## config.mk

```make
export PLATFORM = sky130hd
export DESIGN_NAME = serial_addsub_seq
export DESIGN_NICKNAME = d
export VERILOG_FILES = /design/src/rtl/serial_addsub_seq.sv
export SDC_FILE = /design/constraint.sdc
export NUM_CORES = 1
export LEC_CHECK = 0
export ABC_AREA = 0
export BUFFER_PORTS_ARGS = -buffer_cell sky130_fd_sc_hd__clkbuf_2
export CORE_AREA = 4 4 57 59
export CTS_BUF_LIST = sky130_fd_sc_hd__clkbuf_8
export DETAILED_ROUTE_END_ITERATION = 7
export DIE_AREA = 0 0 61 63
export PLACE_DENSITY_LB_ADDON = 0.2
export SLEW_MARGIN = 20
export SYNTH_ARGS = -nofsm -noshare
export SYNTH_HDL_FRONTEND = slang
export SYNTH_SLANG_ARGS = --single-unit
```

## constraint.sdc

```tcl
create_clock -name clk -period 1.65 [get_ports clk]
set_clock_uncertainty 0.1 [all_clocks]
set_input_delay 0.2475 -clock clk [delete_from_list [all_inputs] [get_ports clk]]
set_output_delay 0.2475 -clock clk [all_outputs]
set_load 0.01 [all_outputs]
```

## src/rtl/serial_addsub_seq.sv

```systemverilog
// Bit-serial add/subtract sequencer: one full-adder cell, LSB first, one bit per clock.
// Define SERIAL_SUB_EN to honour op_sub (two's-complement subtract); otherwise every job is A+B.

module adder (
  input  logic a,
  input  logic b,
  input  logic cin,
  output logic sum,
  output logic cout
);
  assign sum  = a ^ b ^ cin;
  assign cout = (a & b) | (cin & (a ^ b));
endmodule

module serial_addsub_seq #(
  parameter int WIDTH = 8
) (
  input  logic             clk,
  input  logic             rst,
  input  logic             start,
  input  logic             op_sub,
  input  logic [WIDTH-1:0] a,
  input  logic [WIDTH-1:0] b,
  output logic             ready,
  output logic             busy,
  output logic             done,
  output logic [WIDTH-1:0] result,
  output logic             cout,
  output logic             ovf
);
  localparam int CNT_W = (WIDTH > 2) ? $clog2(WIDTH) : 1;
  localparam logic [CNT_W-1:0] LAST_BIT = CNT_W'(WIDTH - 1);
  localparam logic [CNT_W-1:0] MSB_CIN_BIT = CNT_W'(WIDTH - 2);

  typedef enum logic [1:0] {IDLE, RUN, DONE} state_t;

  state_t             state;
  state_t             state_next;
  logic               accept;
  logic [WIDTH-1:0]   op_reg;
  logic [WIDTH-1:0]   opb_reg;
  logic               carry_reg;
  logic               msb_cin_reg;
  logic [CNT_W-1:0]   bit_cnt;
  logic               b_bit;
  logic               init_carry;
  logic               sum_bit;
  logic               carry_bit;

`ifdef SERIAL_SUB_EN
  logic sub_reg;
  assign b_bit      = opb_reg[0] ^ sub_reg;
  assign init_carry = op_sub;
`else
  logic unused_op_sub;
  assign unused_op_sub = op_sub;
  assign b_bit         = opb_reg[0];
  assign init_carry    = 1'b0;
`endif

  adder u_adder (
    .a    (op_reg[0]),
    .b    (b_bit),
    .cin  (carry_reg),
    .sum  (sum_bit),
    .cout (carry_bit)
  );

  always_ff @(posedge clk or posedge rst) begin
    if (rst) state <= IDLE;
    else     state <= state_next;
  end

  // Handshake outputs depend on state only; start merely steers the next state.
  always_comb begin
    state_next = state;
    ready      = 1'b0;
    busy       = 1'b0;
    done       = 1'b0;
    accept     = 1'b0;
    case (state)
      IDLE: begin
        ready = 1'b1;
        if (start) begin
          accept     = 1'b1;
          state_next = RUN;
        end
      end
      RUN: begin
        busy = 1'b1;
        if (bit_cnt == LAST_BIT) state_next = DONE;
      end
      DONE: begin
        done       = 1'b1;
        state_next = IDLE;
      end
      default: state_next = IDLE;
    endcase
  end

  always_ff @(posedge clk or posedge rst) begin
    if (rst) begin
      op_reg      <= '0;
      opb_reg     <= '0;
      carry_reg   <= 1'b0;
      msb_cin_reg <= 1'b0;
      bit_cnt     <= '0;
      result      <= '0;
      cout        <= 1'b0;
      ovf         <= 1'b0;
`ifdef SERIAL_SUB_EN
      sub_reg     <= 1'b0;
`endif
    end else if (accept) begin
      op_reg      <= a;
      opb_reg     <= b;
      carry_reg   <= init_carry;
      msb_cin_reg <= 1'b0;
      bit_cnt     <= '0;
      result      <= '0;
      cout        <= 1'b0;
      ovf         <= 1'b0;
`ifdef SERIAL_SUB_EN
      sub_reg     <= op_sub;
`endif
    end else if (busy) begin
      op_reg    <= op_reg >> 1;
      opb_reg   <= opb_reg >> 1;
      result    <= {sum_bit, result[WIDTH-1:1]};
      carry_reg <= carry_bit;
      bit_cnt   <= bit_cnt + CNT_W'(1);
      if (bit_cnt == MSB_CIN_BIT) msb_cin_reg <= carry_bit;
      // Flags are registered on the last bit so they are already valid during DONE.
      if (bit_cnt == LAST_BIT) begin
        cout <= carry_bit;
        ovf  <= msb_cin_reg ^ carry_bit;
      end
    end
  end
endmodule

```

==> reports/results.txt, run 1 <==
Detailed-route via count: 1173
Worst Hold Endpoint: opb_reg[7]
Vias in the first global route: 1180
Bufs on Longest Clock Path: 2
Starting Density: 0.548
Final net count: 210
Root buffer cell: clkbuf_8
Vias/cell: 5.38
Fraction of layout cells with a size suffix above 1: 0.283
Total CTS buffers: 5
Avg Inst Size Synth: 9.97 um2
Final Max Slew Viols: 0
Reg-to-reg setup timing slack: 0.15 ns
Fmax: 649 MHz
Starting DRC count in detailed routing: 65
Synth cell types: 28
WHS: 0.0747 ns
Commonest non-fill, non-tap cell in the layout: nand2_1
Setup CP Type: flip-flop to output pin
Total negative slack: 0 ns
Horiz. Die Dim: 61 um
Largest net degree at the start of global routing: 34
First-pass GRT wire length: 5180 um
H-tree levels: 2
Register area share after synthesis: 0.556
Final core utilization: 0.656
Net Count, Synth: 173
Crit share post-route: 0.934
Clock Sinks: 33
Total power: 3.26 mW
Hold_sp: b[7]
Worst-case reg-to-reg path depth: 3
Router iterations before antenna repair: 4
Core Region: 0.00271 mm2
Area share of the leading cell type in the synthesized netlist: 0.556
Post-synthesis instance area: 0.00149 mm2
Clock latency on the worst-skew pair: 0.28 ns
RD Place Congestion: 0.723
Number of I/O port buffers: 31
GRT Resource Usage Total: 0.184
Worst-path maximum fanout: 3
Placed cells: 208
Final Setup Violations: 0
Slew Limit Headroom: 0.621
DRC viols: 0
GRT overflow: 0
Ys Warns: 0
Fillcell total: 234
Hold Violations, Final: 0
Unrepaired setup endpoints after global routing: false
Final ANT Viol Nets: 0
Row count: 19
Register bit total from synthesis: 33
Outcome: completed
Worst Hold Depth: 3
Final min period: 1.54 ns
Top post-synthesis cells by area: dfrtp_1 (56%), nand2_1 (14%), a22oi_1 (6.6%)
DIE AREA: 0.00384 mm2
N_diodes: 0
Hold WC Path Type: primary input to flip-flop
Most frequent cells in the layout: nand2_1 (54), dfrtp_1 (33), clkbuf_2 (31)
Layout Cells excl Fill: 218
Setup repair bufs after CTS: 0
Max-cap check violation count: 0
Per-cell routed wire length: 13.7 um
Gate Count Post-Synth: 149
CP startpoint kind: flip-flop
Worst Path Required: 1.30 ns
Top Ports: 33
Worst r2r src: carry_reg
Static Leak: 0.907 nW
DP Wirelength: 2010 um
Initial antenna violation count: 0
P&R area growth vs syn: 19.6%
Clock Pin Slew Worst Setup and Hold Paths: 0.07 ns
PwrDens: 1830 mW/mm2
Drt total wl: 2990 um
Worst slew pin tran: 0.568 ns
Reg2Reg Capture Point: ovf
Endpoint class of the critical path: output pin
Worst IR Drop VDD: 0.00114 V
CTS tree: built
Arr. time, crit path: 1.19 ns
Die Y: 63 um
Cell taking the most area after synthesis: dfrtp_1
## report_power, final
group / total (mW) / internal (mW) / switching, mW
Clock: 0.646 / 0.376 / 0.270
Combinational: 1.25 / 0.505 / 0.746
Sequential: 1.36 / 1.13 / 0.224
## worst max-delay path by stage
stage               from  cells past startpoint          to
4_1_cts         state[1]                      3        busy
2_1_floorplan  carry_reg                      3         ovf
3_5_place_dp    state[0]                      3  opb_reg[5]
5_1_grt         state[0]                      3        done
6_report        state[0]                      3        done
3_3_place_gp    state[0]                      3   op_reg[6]
## worst max-delay path, stage by stage (launching register included)
cell	delay, ns
dfrtp_1	0.43
buf_4	0.16
and2b_2	0.21
clkbuf_2	0.12
## per-stage QoR
step	cell area (um2)	setup WS [ns]
after floorplan	1490	0.264
after global placement	1640	0.113
after detailed placement	1640	0.0196
after CTS	1770	0.0147
after global routing	1780	0.0379
final	1780	0.109
## kinds of logic (layout without fill, tap and decap cells)
logic type | after synthesis | after routing | synth area share
mux | 1 | 1 | 0.00674
buf+inv | 13 | 51 | 0.0699
simple gates | 61 | 61 | 0.168
compound gates | 36 | 36 | 0.155
flops | 33 | 33 | 0.556
xor+xnor | 1 | 1 | 0.00590
fa+ha+maj | 4 | 4 | 0.0388
## what timing repair did
item | 4_1_cts | 5_1_grt
gates resized for setup | 4 | 1
hold buffers | 1 | 0
gates cloned | 1 | 0
hold endpoints to repair | 33 | 0
setup endpoints to repair | 1 | 1
pin swaps | 0 | 0
## area by class of cell
type | count | area, um2 | share of cell area
timing repair buffer | 38 | 210 | 0.118
clock buffer | 7 | 96.3 | 0.0542
multi-input combinational | 103 | 573 | 0.323
timing repair inverter | 1 | 7.51 | 0.00423
inverter | 4 | 20.0 | 0.0113
sequential | 33 | 826 | 0.465
tap | 31 | 38.8 | 0.0218
clock inverter | 1 | 5.00 | 0.00282
## synth_stat cells, drive strengths merged
cell,number
nand2b,1
buf,8
nor2,2
xnor2,1
o21ai,16
o21bai,1
dfrtp,33
a21oi,3
fa,1
a211oi,1
nor3b,1
mux2i,1
inv,4
nand4,1
and2b,1
a21o,1
o22ai,1
clkbuf,1
a22oi,13
nand3,1
ha,3
nand2,54
## per-layer routing
metal  vias to the layer above  routed length [um]  global-route usage
li1                        571                   -                   -
met1                       568                1230               0.216
met2                        30                1550               0.294
met3                         4                 174              0.0744
met4                         0                  36              0.0732
met5                         -                   0                   0
No activity file was read; power rests on OpenSTA's default activity.
==> run 2: changes to the inputs <==
==> constraint.sdc (replaced) <==
create_clock -name clk -period 1.65 [get_ports clk]
set_clock_uncertainty 0.1 [all_clocks]
set_input_delay 0.2475 -clock clk [delete_from_list [all_inputs] [get_ports clk]]
set_output_delay 0.2475 -clock clk [all_outputs]
set_load 0.005 [all_outputs]
==> run 2 against run 1 <==
Net effect: sequential power about the same; via count increased by 0.51%; clock power increased by 19%; worst hold slack got worse by 0.0012 ns; critical endpoint is now busy; largest power group unchanged.
==> reports/results.txt, run 2 (synthesis gave the netlist of run 1 again) <==
First-pass GRT wire length: 5300 um (+2.3%)
Largest net degree at the start of global routing: 34 (unchanged)
Register area: 826 um2 (unchanged)
Final Max Slew Viols: 0 (unchanged)
Fmax: 659 MHz (+1.6%)
Vias/cell: 5.41 (+0.51%)
Worst slew pin tran: 0.589 ns (+0.0207 ns)
Die Y: 63 um (unchanged)
Hold_sp: b[1]
GRT overflow: 0 (unchanged)
Max-cap check violation count: 0 (unchanged)
Clock latency on the worst-skew pair: 0.28 ns (about the same)
Commonest non-fill, non-tap cell in the layout: nand2_1
Clock Sinks: 33 (unchanged)
Drt total wl: 3020 um (+1.1%)
Worst Hold Endpoint: opb_reg[1]
PwrDens: 1850 mW/mm2 (+1.2%)
Peak per-stage delay on the critical path: 0.44 ns (about the same)
Horiz. Die Dim: 61 um (unchanged)
Clock Pin Slew Worst Setup and Hold Paths: 0.07 ns (about the same)
Final Setup Violations: 0 (unchanged)
Most frequent cells in the layout: nand2_1 (54), dfrtp_1 (33), clkbuf_2 (31)
DIE AREA: 0.00384 mm2 (unchanged)
Starting DRC count in detailed routing: 72 (+11%)
Endpoint class of the critical path: output pin
Worst r2r src: carry_reg
Root buffer cell: clkbuf_8
Critical-path top delay cell: dfrtp_1
RD Place Congestion: 0.699 (-3.3%)
Core Region: 0.00271 mm2 (unchanged)
DRC viols: 0 (unchanged)
H-tree levels: 2 (unchanged)
Initial antenna violation count: 0 (unchanged)
Setup repair bufs after CTS: 0 (unchanged)
Fraction of layout cells with a size suffix above 1: 0.278 (-0.00535)
CP startpoint kind: flip-flop
Reg-to-reg setup timing slack: 0.18 ns (+0.03 ns)
CTS tree: built
DP Wirelength: 1980 um (-1.3%)
Worst IR Drop VDD: 0.00133 V (+17%)
Final ANT Viol Nets: 0 (unchanged)
Slew Limit Headroom: 0.607 (-0.0138)
Arr. time, crit path: 1.17 ns (-0.02 ns)
Router iterations before antenna repair: 5 (+1)
Crit-path cells: nand2b_4 > inv_6 > clkbuf_2
Unrepaired setup endpoints after global routing: false
Total CTS buffers: 5 (unchanged)
Worst Hold Depth: 3 (unchanged)
Multi-input logic area: 573 um2 (unchanged)
P&R area growth vs syn: 20.6%
Bufs on Longest Clock Path: 2 (unchanged)
Worst Path Required: 1.30 ns (about the same)
Fillcell total: 238 (+1.7%)
N_diodes: 0 (unchanged)
Static Leak: 0.915 nW (+0.92%)
Per-cell routed wire length: 13.9 um (+1.1%)
Number of I/O port buffers: 31 (unchanged)
Top Ports: 33 (unchanged)
Detailed-route via count: 1179 (+0.51%)
Starting Density: 0.548 (unchanged)
Final net count: 210 (unchanged)
GRT Resource Usage Total: 0.182 (-0.00196)
Outcome: completed
Hold WC Path Type: primary input to flip-flop
Worst-path maximum fanout: 11 (+8)
Hold Violations, Final: 0 (unchanged)
Total negative slack: 0 ns (unchanged)
Reg2Reg Capture Point: ovf
Vias in the first global route: 1207 (+2.3%)
Total power: 3.32 mW (+2.0%)
Final min period: 1.52 ns (-0.0241 ns)
Crit share post-route: 0.919 (-0.0146)
Setup CP Type: flip-flop to output pin
Row count: 19 (unchanged)
Worst-case reg-to-reg path depth: 3 (unchanged)
==> run 2: changes by cell type in the layout (fill, tap and decap cells not counted), sizes merged <==
| cell | before | now |
|---|---|---|
| bufinv | 0 | 1 |
| clkbuf | 38 | 37 |
| clkinv | 1 | 0 |
| inv | 4 | 5 |
==> run 2: worst max-delay path: cells and delay by family, from the launching register on <==
| kind | cells | cell delay, ns |
|---|---|---|
| AND/OR/NAND/NOR | 1 | 0.21 |
| flip-flops | 1 | 0.44 |
| buffers and inverters | 2 | 0.25 |
==> run 2: worst max-delay path by stage <==
stage / endpoint / depth (start not counted) / startpoint
after floorplan: ovf / 3 / carry_reg
after global placement: op_reg[6] / 3 / state[0]
after detailed placement: opb_reg[5] / 3 / state[0]
after CTS: busy / 3 / state[1]
after global routing: busy / 3 / state[1]
final: busy / 3 / state[1]
==> run 2: final cells by class <==
cell class / instances / area share
timing repair inverter: 1 / 0.00419
clock inverter: 2 / 0.0189
multi-input combinational: 103 / 0.320
inverter: 4 / 0.0112
clock buffer: 6 / 0.0461
timing repair buffer: 38 / 0.117
sequential: 33 / 0.461
tap: 31 / 0.0216
==> run 2: per-layer routing <==
layer  GRT usage  wire length (um)
met1       0.233              1340
met3      0.0413               161
met2       0.287              1480
met5           0                 0
met4      0.0813                44
==> run 2: timing repair <==
item                       4_1_cts  5_1_grt
hold buffers                     1        0
setup endpoints to repair        1        1
gates cloned                     1        0
hold endpoints to repair        33        0
resized for setup                2        2
==> run 2: per-stage QoR <==
step / utilization / setup WS (ns) / instances / hold WS, ns / cell area [um2]
2_1_floorplan: - / 0.264 / 149 / 0.264 / 1490
3_3_place_gp: 0.606 / 0.140 / 208 / 0.231 / 1640
3_5_place_dp: 0.606 / 0.0401 / 208 / 0.240 / 1640
4_1_cts: 0.657 / 0.00832 / 218 / 0.0667 / 1780
5_1_grt: 0.661 / 0.0611 / 218 / 0.0701 / 1790
6_report: 0.661 / 0.133 / 218 / 0.0734 / 1790
==> run 2: power breakdown <==
part | internal (mW) | total [mW] | switching [mW]
sequential | 1.13 | 1.34 | 0.210
clock | 0.486 | 0.769 | 0.283
combinational | 0.500 | 1.21 | 0.708
total | 2.12 | 3.32 | 1.20
==> run 3: changes to the inputs <==
--- a/config.mk
+++ b/config.mk
@@ -6,12 +6,13 @@
 export NUM_CORES = 1
 export LEC_CHECK = 0
 export ABC_AREA = 0
-export BUFFER_PORTS_ARGS = -buffer_cell sky130_fd_sc_hd__clkbuf_2
+export BUFFER_PORTS_ARGS = -buffer_cell sky130_fd_sc_hd__buf_2
 export CORE_AREA = 4 4 57 59
 export CTS_BUF_LIST = sky130_fd_sc_hd__clkbuf_8
 export DETAILED_ROUTE_END_ITERATION = 7
 export DIE_AREA = 0 0 61 63
 export PLACE_DENSITY_LB_ADDON = 0.2
+export SETUP_SLACK_MARGIN = 0.5
 export SLEW_MARGIN = 20
 export SYNTH_ARGS = -nofsm -noshare
 export SYNTH_HDL_FRONTEND = slang
==> constraint.sdc (replaced) <==
create_clock -name clk -period 1.65 [get_ports clk]
set_clock_uncertainty 0.1 [all_clocks]
set_input_delay 0.2475 -clock clk [delete_from_list [all_inputs] [get_ports clk]]
set_output_delay 0.2475 -clock clk [all_outputs]
set_load 0.1 [all_outputs]
==> run 3 against run 2 <==
Net effect: via count grew 28%; global-route usage increased by 8.4 points; clock power is 24% lower; flip-flop and latch count is the same; sequential share of layout area is 13 points lower; routed wire length grew 90%; the run now ends with setup timing left; die area is the same; maximum frequency fell by 8.7%; worst hold slack improved by 0.0050 ns.
==> reports/results.txt, run 3 (synthesis gave the netlist of run 1 again) <==
RD Place Congestion: 0.730 (+4.4%)
Unrepaired setup endpoints after global routing: true
Horiz. Die Dim: 61 um (unchanged)
Final Max Slew Viols: 0 (unchanged)
Arr. time, crit path: 1.78 ns (+0.61 ns)
Bufs on Longest Clock Path: 2 (unchanged)
Drt total wl: 5750 um (+90%)
Failing checks: setup timing
Top Ports: 33 (unchanged)
Root buffer cell: clkbuf_8
CP startpoint kind: flip-flop
Number of I/O port buffers: 31 (unchanged)
Clock Pin Slew Worst Setup and Hold Paths: 0.07 ns (about the same)
PwrDens: 2330 mW/mm2 (+26%)
Per-cell routed wire length: 23.4 um (+69%)
Max-cap check violation count: 0 (unchanged)
Multi-input logic area: 766 um2 (+34%)
WHS: 0.0784 ns (+0.00498 ns)
Final Setup Violations: 2 (+2)
Worst-path maximum fanout: 5 (-6)
Router iterations before antenna repair: 5 (unchanged)
Final min period: 1.66 ns (+0.145 ns)
Die Y: 63 um (unchanged)
Fmax: 602 MHz (-8.7%)
Fillcell total: 84 (-65%)
Setup CP Type: flip-flop to flip-flop
Starting Density: 0.548 (unchanged)
Outcome: complete, but fails checks
Detailed-route via count: 1510 (+28%)
Register area: 841 um2 (+1.8%)
GRT overflow: 0 (unchanged)
Vias/cell: 6.14 (+13%)
Commonest non-fill, non-tap cell in the layout: nand2_1
Final core utilization: 0.929 (+0.268)
Smallest setup slack after layout: -0.0117 ns (-0.145 ns)
Post-Place Setup Slack: 0.0337 ns (-0.00641 ns)
First-pass GRT wire length: 7360 um (+39%)
P&R area growth vs syn: 69.6%
Fraction of layout cells with a size suffix above 1: 0.605 (+0.327)
H-tree levels: 2 (unchanged)
CTS tree: built
Total CTS buffers: 5 (unchanged)
Starting DRC count in detailed routing: 154 (+110%)
Worst Path Required: 1.77 ns (+0.47 ns)
Static Leak: 1.17 nW (+28%)
Clock latency on the worst-skew pair: 0.28 ns (about the same)
Slew Limit Headroom: 0.801 (+0.194)
Hold WC Path Type: primary input to flip-flop
Largest net degree at the start of global routing: 34 (unchanged)
Crit share post-route: 1.01 (+0.0876)
Post-route design area: 0.00252 mm2 (+41%)
DP Area: 0.00175 mm2 (+6.4%)
Row count: 19 (unchanged)
DRC viols: 0 (unchanged)
Clock Sinks: 33 (unchanged)
Final net count: 238 (+13%)
Worst IR Drop VDD: 0.00273 V (+100%)
DP Wirelength: 2000 um (+0.83%)
Initial antenna violation count: 0 (unchanged)
Final ANT Viol Nets: 0 (unchanged)
Endpoint class of the critical path: flip-flop
Most frequent cells in the layout: nand2_1 (51), dfrtp_1 (21), buf_2 (18)
Core Region: 0.00271 mm2 (unchanged)
DIE AREA: 0.00384 mm2 (unchanged)
N_diodes: 0 (unchanged)
Worst slew pin tran: 0.299 ns (-0.290 ns)
Hold Violations, Final: 0 (unchanged)
GRT Resource Usage Total: 0.266 (+0.0841)
Vias in the first global route: 1483 (+23%)
-- run 3: final timing paths --
check / slack (ns) / endpoint / cells after the start / from
max: -0.01 / opb_reg[3] / 8 / state[0]
max in group asynchronous: 0.61 / cout / 4 / rst
min reg2reg: 0.39 / op_reg[3] / 2 / op_reg[3]
min: 0.08 / op_reg[5] / 3 / a[5]
max reg2reg: -0.01 / opb_reg[3] / 8 / state[0]
min in group asynchronous: 0.58 / opb_reg[6] / 4 / rst
-- run 3: area by class of cell --
class                           instances  share of cell area
Inverter                                4              0.0109
Sequential cell                        33               0.334
Clock inverter                          3             0.00546
Tap cell                               31              0.0154
Timing Repair inverter                  1             0.00348
Clock buffer                            5              0.0273
Multi-Input combinational cell        103               0.304
Timing Repair Buffer                   66               0.300
-- run 3: what timing repair did --
action | CTS | global route
resized for setup | 87 | 25
cloned | 5 | 1
pin swaps | 11 | 15
endpoints found under the hold margin | 33 | 0
endpoints found under the setup margin | 46 | 53
hold buffers | 1 | 0
buffers inserted | 16 | 7
-- run 3: metal layers --
metal	wire length, um	vias to the layer above	global-route usage
met5	0	-	0
met4	223	0	0.122
met3	505	20	0.0702
met2	2920	110	0.455
met1	2100	752	0.299
li1	-	628	-
-- run 3: power by group --
part / switching (mW) / internal (mW)
Combinational: 2.19 / 1.62
Clock: 0.299 / 0.286
Sequential: 0.326 / 1.16
Total: 2.81 / 3.06
-- run 3: worst max-delay path, stage by stage, from the launching register on --
cell     delay [ns]
dfrtp_2        0.42
buf_6          0.14
buf_6          0.12
nor3b_4        0.25
buf_6          0.19
buf_6          0.11
buf_6          0.11
a22oi_2        0.05
nand2_1        0.10
-- run 3: metrics by stage --
stage / setup TNS [ns] / cells / total power, mW
after floorplan: 0 / 149 / 3.27
after global placement: 0 / 208 / 3.55
after detailed placement: 0 / 208 / 3.63
after CTS: 0 / 238 / 5.20
after global routing: -0.128 / 246 / 6.12
final: -0.0178 / 246 / 5.88
